==> src/rtl/mcpu_alu_arbiter_pkg.sv <==
// Shared constants for the two-requester ALU arbiter:
// FSM encoding, ALU opcodes and requester ids.
package mcpu_alu_arbiter_pkg;

    typedef logic [1:0] state_t;

    localparam state_t ST_IDLE = 2'd0;
    localparam state_t ST_EXEC = 2'd1;
    localparam state_t ST_RESP = 2'd2;

    localparam logic [1:0] OP_AND = 2'b00;
    localparam logic [1:0] OP_OR  = 2'b01;
    localparam logic [1:0] OP_XOR = 2'b10;
    localparam logic [1:0] OP_ADD = 2'b11;

    localparam logic ID_A = 1'b0;
    localparam logic ID_B = 1'b1;

endpackage

==> src/rtl/mcpu_alu.sv <==
// Combinational ALU: AND/OR/XOR/ADD, overflow is the
// unsigned carry-out of ADD.
module mcpu_alu
    import mcpu_alu_arbiter_pkg::*;
#(
    parameter int CMD_SIZE  = 2,
    parameter int WORD_SIZE = 8
) (
    input  logic [CMD_SIZE-1:0]  opcode,
    input  logic [WORD_SIZE-1:0] r1,
    input  logic [WORD_SIZE-1:0] r2,
    output logic [WORD_SIZE-1:0] out,
    output logic                 overflow
);

    logic [WORD_SIZE:0] sum;

    assign sum = {1'b0, r1} + {1'b0, r2};

    always_comb begin
        out      = '0;
        overflow = 1'b0;
        case (opcode)
            CMD_SIZE'(OP_AND): out = r1 & r2;
            CMD_SIZE'(OP_OR):  out = r1 | r2;
            CMD_SIZE'(OP_XOR): out = r1 ^ r2;
            CMD_SIZE'(OP_ADD): begin
                out      = sum[WORD_SIZE-1:0];
                overflow = sum[WORD_SIZE];
            end
            default: out = '0;
        endcase
    end

endmodule

==> src/rtl/mcpu_rr_arb2.sv <==
// Two-way round-robin grant; on contention the requester
// that was not granted last wins.
module mcpu_rr_arb2
    import mcpu_alu_arbiter_pkg::*;
(
    input  logic a_valid,
    input  logic b_valid,
    input  logic last,
    output logic gnt_valid,
    output logic gnt_id
);

    assign gnt_valid = a_valid | b_valid;
    assign gnt_id    = b_valid & (~a_valid | (last == ID_A));

endmodule

==> src/rtl/mcpu_alu_arbiter.sv <==
// Shares one ALU between requesters A and B with a
// round-robin IDLE/EXEC/RESP handshake FSM.
module mcpu_alu_arbiter
    import mcpu_alu_arbiter_pkg::*;
#(
    parameter int CMD_SIZE  = 2,
    parameter int WORD_SIZE = 8
) (
    input  logic                 clk,
    input  logic                 rst_n,
    input  logic                 a_valid,
    output logic                 a_ready,
    input  logic [CMD_SIZE-1:0]  a_opcode,
    input  logic [WORD_SIZE-1:0] a_r1,
    input  logic [WORD_SIZE-1:0] a_r2,
    input  logic                 b_valid,
    output logic                 b_ready,
    input  logic [CMD_SIZE-1:0]  b_opcode,
    input  logic [WORD_SIZE-1:0] b_r1,
    input  logic [WORD_SIZE-1:0] b_r2,
    output logic                 rsp_valid,
    output logic                 rsp_id,
    output logic [WORD_SIZE-1:0] rsp_out,
    output logic                 rsp_overflow,
    input  logic                 rsp_ready,
    output logic                 busy,
    output logic [7:0]           done_a,
    output logic [7:0]           done_b
);

    state_t               state;
    logic                 last;
    logic                 op_id;
    logic [CMD_SIZE-1:0]  op_cmd;
    logic [WORD_SIZE-1:0] op_r1;
    logic [WORD_SIZE-1:0] op_r2;
    logic [WORD_SIZE-1:0] alu_out;
    logic                 alu_ovf;
    logic                 gnt_valid;
    logic                 gnt_id;
    logic                 grant;

    mcpu_rr_arb2 u_arb (
        .a_valid   (a_valid),
        .b_valid   (b_valid),
        .last      (last),
        .gnt_valid (gnt_valid),
        .gnt_id    (gnt_id)
    );

    mcpu_alu #(
        .CMD_SIZE  (CMD_SIZE),
        .WORD_SIZE (WORD_SIZE)
    ) u_alu (
        .opcode   (op_cmd),
        .r1       (op_r1),
        .r2       (op_r2),
        .out      (alu_out),
        .overflow (alu_ovf)
    );

    // Ready is forced low while reset is asserted, even though state is IDLE.
    assign grant   = rst_n & (state == ST_IDLE) & gnt_valid;
    assign a_ready = grant & (gnt_id == ID_A);
    assign b_ready = grant & (gnt_id == ID_B);

    always_ff @(posedge clk) begin
        if (!rst_n) begin
            state        <= ST_IDLE;
            last         <= ID_B;
            op_id        <= ID_A;
            op_cmd       <= '0;
            op_r1        <= '0;
            op_r2        <= '0;
            rsp_valid    <= 1'b0;
            rsp_id       <= ID_A;
            rsp_out      <= '0;
            rsp_overflow <= 1'b0;
            busy         <= 1'b0;
            done_a       <= '0;
            done_b       <= '0;
        end else begin
            case (state)
                ST_IDLE: begin
                    if (gnt_valid) begin
                        op_id  <= gnt_id;
                        op_cmd <= gnt_id ? b_opcode : a_opcode;
                        op_r1  <= gnt_id ? b_r1 : a_r1;
                        op_r2  <= gnt_id ? b_r2 : a_r2;
                        busy   <= 1'b1;
                        state  <= ST_EXEC;
                    end
                end
                ST_EXEC: begin
                    rsp_out      <= alu_out;
                    rsp_overflow <= alu_ovf;
                    rsp_id       <= op_id;
                    rsp_valid    <= 1'b1;
                    state        <= ST_RESP;
                end
                ST_RESP: begin
                    if (rsp_ready) begin
                        if (rsp_id == ID_B) done_b <= done_b + 8'd1;
                        else                done_a <= done_a + 8'd1;
                        last      <= rsp_id;
                        rsp_valid <= 1'b0;
                        busy      <= 1'b0;
                        state     <= ST_IDLE;
                    end
                end
                default: begin
                    rsp_valid <= 1'b0;
                    busy      <= 1'b0;
                    state     <= ST_IDLE;
                end
            endcase
        end
    end

endmodule
==> config.mk <==
export PLATFORM = sky130hd
export DESIGN_NAME = mcpu_alu_arbiter
export DESIGN_NICKNAME = d
export VERILOG_FILES = /design/src/rtl/mcpu_alu_arbiter_pkg.sv /design/src/rtl/mcpu_alu.sv /design/src/rtl/mcpu_rr_arb2.sv /design/src/rtl/mcpu_alu_arbiter.sv
export SDC_FILE = /design/constraint.sdc
export NUM_CORES = 1
export LEC_CHECK = 0
export BUFFER_PORTS_ARGS = -buffer_cell sky130_fd_sc_hd__buf_2
export CORE_MARGIN = 2
export CORE_UTILIZATION = 34
export CTS_BUF_LIST = sky130_fd_sc_hd__clkbuf_16
export CTS_CLUSTER_SIZE = 14
export DETAILED_ROUTE_END_ITERATION = 10
export GPL_TIMING_DRIVEN = 0
export PLACE_DENSITY = 0.53
export RECOVER_POWER = 100
export SYNTH_ARGS = -nofsm -noshare
export SYNTH_HDL_FRONTEND = slang
export SYNTH_HIERARCHICAL = 1
export SYNTH_SLANG_ARGS = --single-unit
export TNS_END_PERCENT = 50
==> constraint.sdc <==
create_clock -name clk -period 5 [get_ports clk]
set_input_delay 1 -clock clk [delete_from_list [all_inputs] [get_ports clk]]
set_output_delay 1 -clock clk [all_outputs]
set_load 0.01 [all_outputs]
==> impl_results.md <==
* CTS resizes at 0
* Ports at slightly above 70
* Clock Latency Late Sink at between 0.2 and 0.3 ns
* Sequential fraction of the synthesis area at 0.352
* Finished Core Util at 0.417
* Clk slew on worst S/H paths at 0.06 ns
* Initial antenna violation count at 0
* CP Class: in -> out
* Fin. Hold Viols at 0
* Post-route setup slack at roughly 1.4 ns
* Routed length per instance at around 13 µm
* Max Fclk at 0.276 GHz
* All-layer global routing usage at 0.155
* Core area at just over 8000 µm²
* Max clock buf depth at 2
* Final TNS setup at 0 ns
* Switching part of the total at 0.281
* Cells after Synth at around 340
* Comb power frac at 0.208
* Placer congestion estimate at ~0.81
* Hold Crit Depth at 2
* Vias in the first global route at 2464
* Hold slack final at approximately 0.45 ns
* R2r worst-path depth at 8
* Outcome: completed
* Reg-to-Reg Start: op_r1[2]
* Clock H-tree levels at 2
* Hold endpoint: rsp_out[1]
* Die Wd at roughly 95 µm
* Sequential power share at 0.429
* Distinct cell type count after synthesis at between 40 and 50
* Syn_nets at 396
* Final instance area at 3410 µm²
* Syn avg cell area at 8.46 µm²
* Initial core utilization at 0.348
* Measured slew at the worst slew-check pin at roughly 0.55 ns
* Initial DRT Pass Iterations at 4
* Worst hold start: rsp_out[1]
* Ys flop type: dfxtp_1
* Number of routed nets with antenna violations at 0
* Nets at 473
* Crit Path Max Fanout at 10
* CP Launch Type: primary input
* Yosys Warn Count at 6
* First-pass GRT wire length at ~11000 µm
* GRT overflow at 0
* Clk_skew at approximately 0.0029 ns
* R2R Setup Slk at around 2.8 ns
* Endpoint kind of the worst setup timing path: primary output
* Worst min path class: reg -> reg
* Routed WL at approximately 6700 µm
* Worst VDD drop at ~180 µV
* Post-synth EDFFs at 0
* P&R area growth vs syn at 20.0%
* Cell row count at 33
* DIE AREA at between 9000 and 10000 µm²
* Static Leak at 1.37 nW
* Fin crit share at 0.725
* RSZ-0062 raised after global routing: false
* Async S/R FF share, synth at 0
* Die Ht at 95.4 µm
* Largest net degree at the start of global routing at 15
* Via Count at 2569
* Clock Sink Count at 50
* Pre-CTS setup slack at about 1.8 ns
* CP arrival at approximately 2.6 ns
* Power, Total at approximately 1.0 mW
* FF-to-FF End: rsp_out[7]
* #FFs+latches synth at 50
* DRC at 0
* Clock power frac at 0.363
* Slew HR at 0.631
* # diodes at 0
* CTS Hold Buffers Added at 0
* Total setup buffers inserted after CTS at 0
* Final min period at around 3.6 ns
* Layout cells sized above 1 at 0.128
* Starting DRT DRC Count at 76
* Placed cell areas at 3320 µm²
* Final cell count without fillers at a little over 500
* Max cap viols at 0
* Slew Viols, Final at 0
* Required time worst endpoint at approximately 4.0 ns
* Root buffer cell: clkbuf_16
* Number of port buffers at 70
* Vias/cell at between 4 and 5
* Power per Cell Area at a little over 300 nW/µm²
* Placed insts at slightly above 500
* Total CTS buffers at 5
* CTS tree: built
* Sw Pwr at between 0.2 and 0.3 mW
* P_int at roughly 0.75 mW
* Setup-failing EPs final at 0
* Mapped Area at between 2000 and 3000 µm²
* Placed wire-length estimate at ~5000 µm
cell families after synthesis:
kind of cell             after synthesis  share of synthesized area
AND/OR/NAND/NOR                      106                      0.190
AO/OA/AOI/OAI                         86                      0.196
multiplexers                          25                     0.0925
adder cells (fa/ha/maj)               19                     0.0863
buffers and inverters                 45                     0.0678
XOR/XNOR                               5                     0.0154
flip-flops                            50                      0.352
worst max-delay path: stages:
cell      delay (ns)
buf_2           0.08
or2_0           0.14
nor3b_1         0.25
clkbuf_1        0.40
clkbuf_1        0.40
and3_1          0.21
clkbuf_1        0.15
layout by cell type, fill, tap and decap left out, types with 2 or more instances in the layout:
master / n
nand2_1: 37
or4_1: 12
nor2_1: 29
nand3_1: 7
o21ai_0: 11
a21o_1: 2
o211ai_1: 2
a211oi_1: 20
a21boi_1: 2
nand2b_1: 4
a311oi_1: 2
nand4_1: 2
xor2_1: 2
buf_2: 42
clkbuf_16: 5
nor2b_1: 3
clkbuf_1: 48
a21oi_1: 31
ha_1: 18
xnor2_1: 3
dfxtp_1: 50
or3_1: 2
o31ai_1: 11
mux2i_1: 24
inv_1: 26
registers in the layout (all words and copies together), names as in the netlist, 2 cells and up:
name / count
rsp_out: 8
state: 2
done_b: 8
done_a: 8
op_r2: 8
op_cmd: 2
op_r1: 8
how the worst max path moves through the flow:
stage	slack, ns	start	to	cells after the start
final	1.37	a_valid	b_ready	7
after floorplan	2.10	b_valid	b_ready	5
after detailed placement	1.82	b_valid	b_ready	7
after global placement	1.82	b_valid	b_ready	7
after CTS	1.81	b_valid	b_ready	7
after global routing	1.20	a_valid	b_ready	7
layer usage:
| metal | global-route usage | vias up | part of all wire |
|---|---|---|---|
| met2 | 0.261 | 41 | 0.45 |
| li1 | - | 1350 | - |
| met1 | 0.210 | 1174 | 0.51 |
| met3 | 0.0261 | 4 | 0.036 |
| met5 | 0 | - | 0 |
| met4 | 0.0321 | 0 | 0.0086 |
synth_stat cells, types with 3 or more instances:
cell type,instances,area (µm²)
o31ai_1,11,82.6
a211oi_1,20,150
a21oi_1,30,150
a21boi_1,3,22.5
mux2i_1,24,240
xnor2_1,3,26.3
nor2b_1,3,18.8
nand2_1,37,139
dfxtp_1,50,1000
buf_2,7,35.0
nand2b_1,4,25.0
o21ai_0,11,55.1
or4_1,12,90.1
inv_1,24,90.1
clkbuf_1,11,41.3
nor2_1,29,109
ha_1,18,225
nand3_1,7,35.0
area by class of cell:
class,instances,area (µm²)
Fill cell,882,4760
Tap cell,105,131
Timing Repair Buffer,70,310
Inverter,24,90.1
Multi-Input combinational cell,241,1630
Buffer,21,87.6
Sequential cell,50,1000
Clock inverter,3,37.5
Clock buffer,5,125
power by group through the flow:
stage	combinational (mW)	sequential [mW]	clock [mW]
floorplan	0.159	0.455	0
global placement	0.222	0.457	0
detailed placement	0.226	0.458	0
CTS	0.227	0.449	0.391
global route	0.251	0.453	0.408
finish	0.217	0.448	0.379
Note: power is estimated with default switching activity, not from simulation.
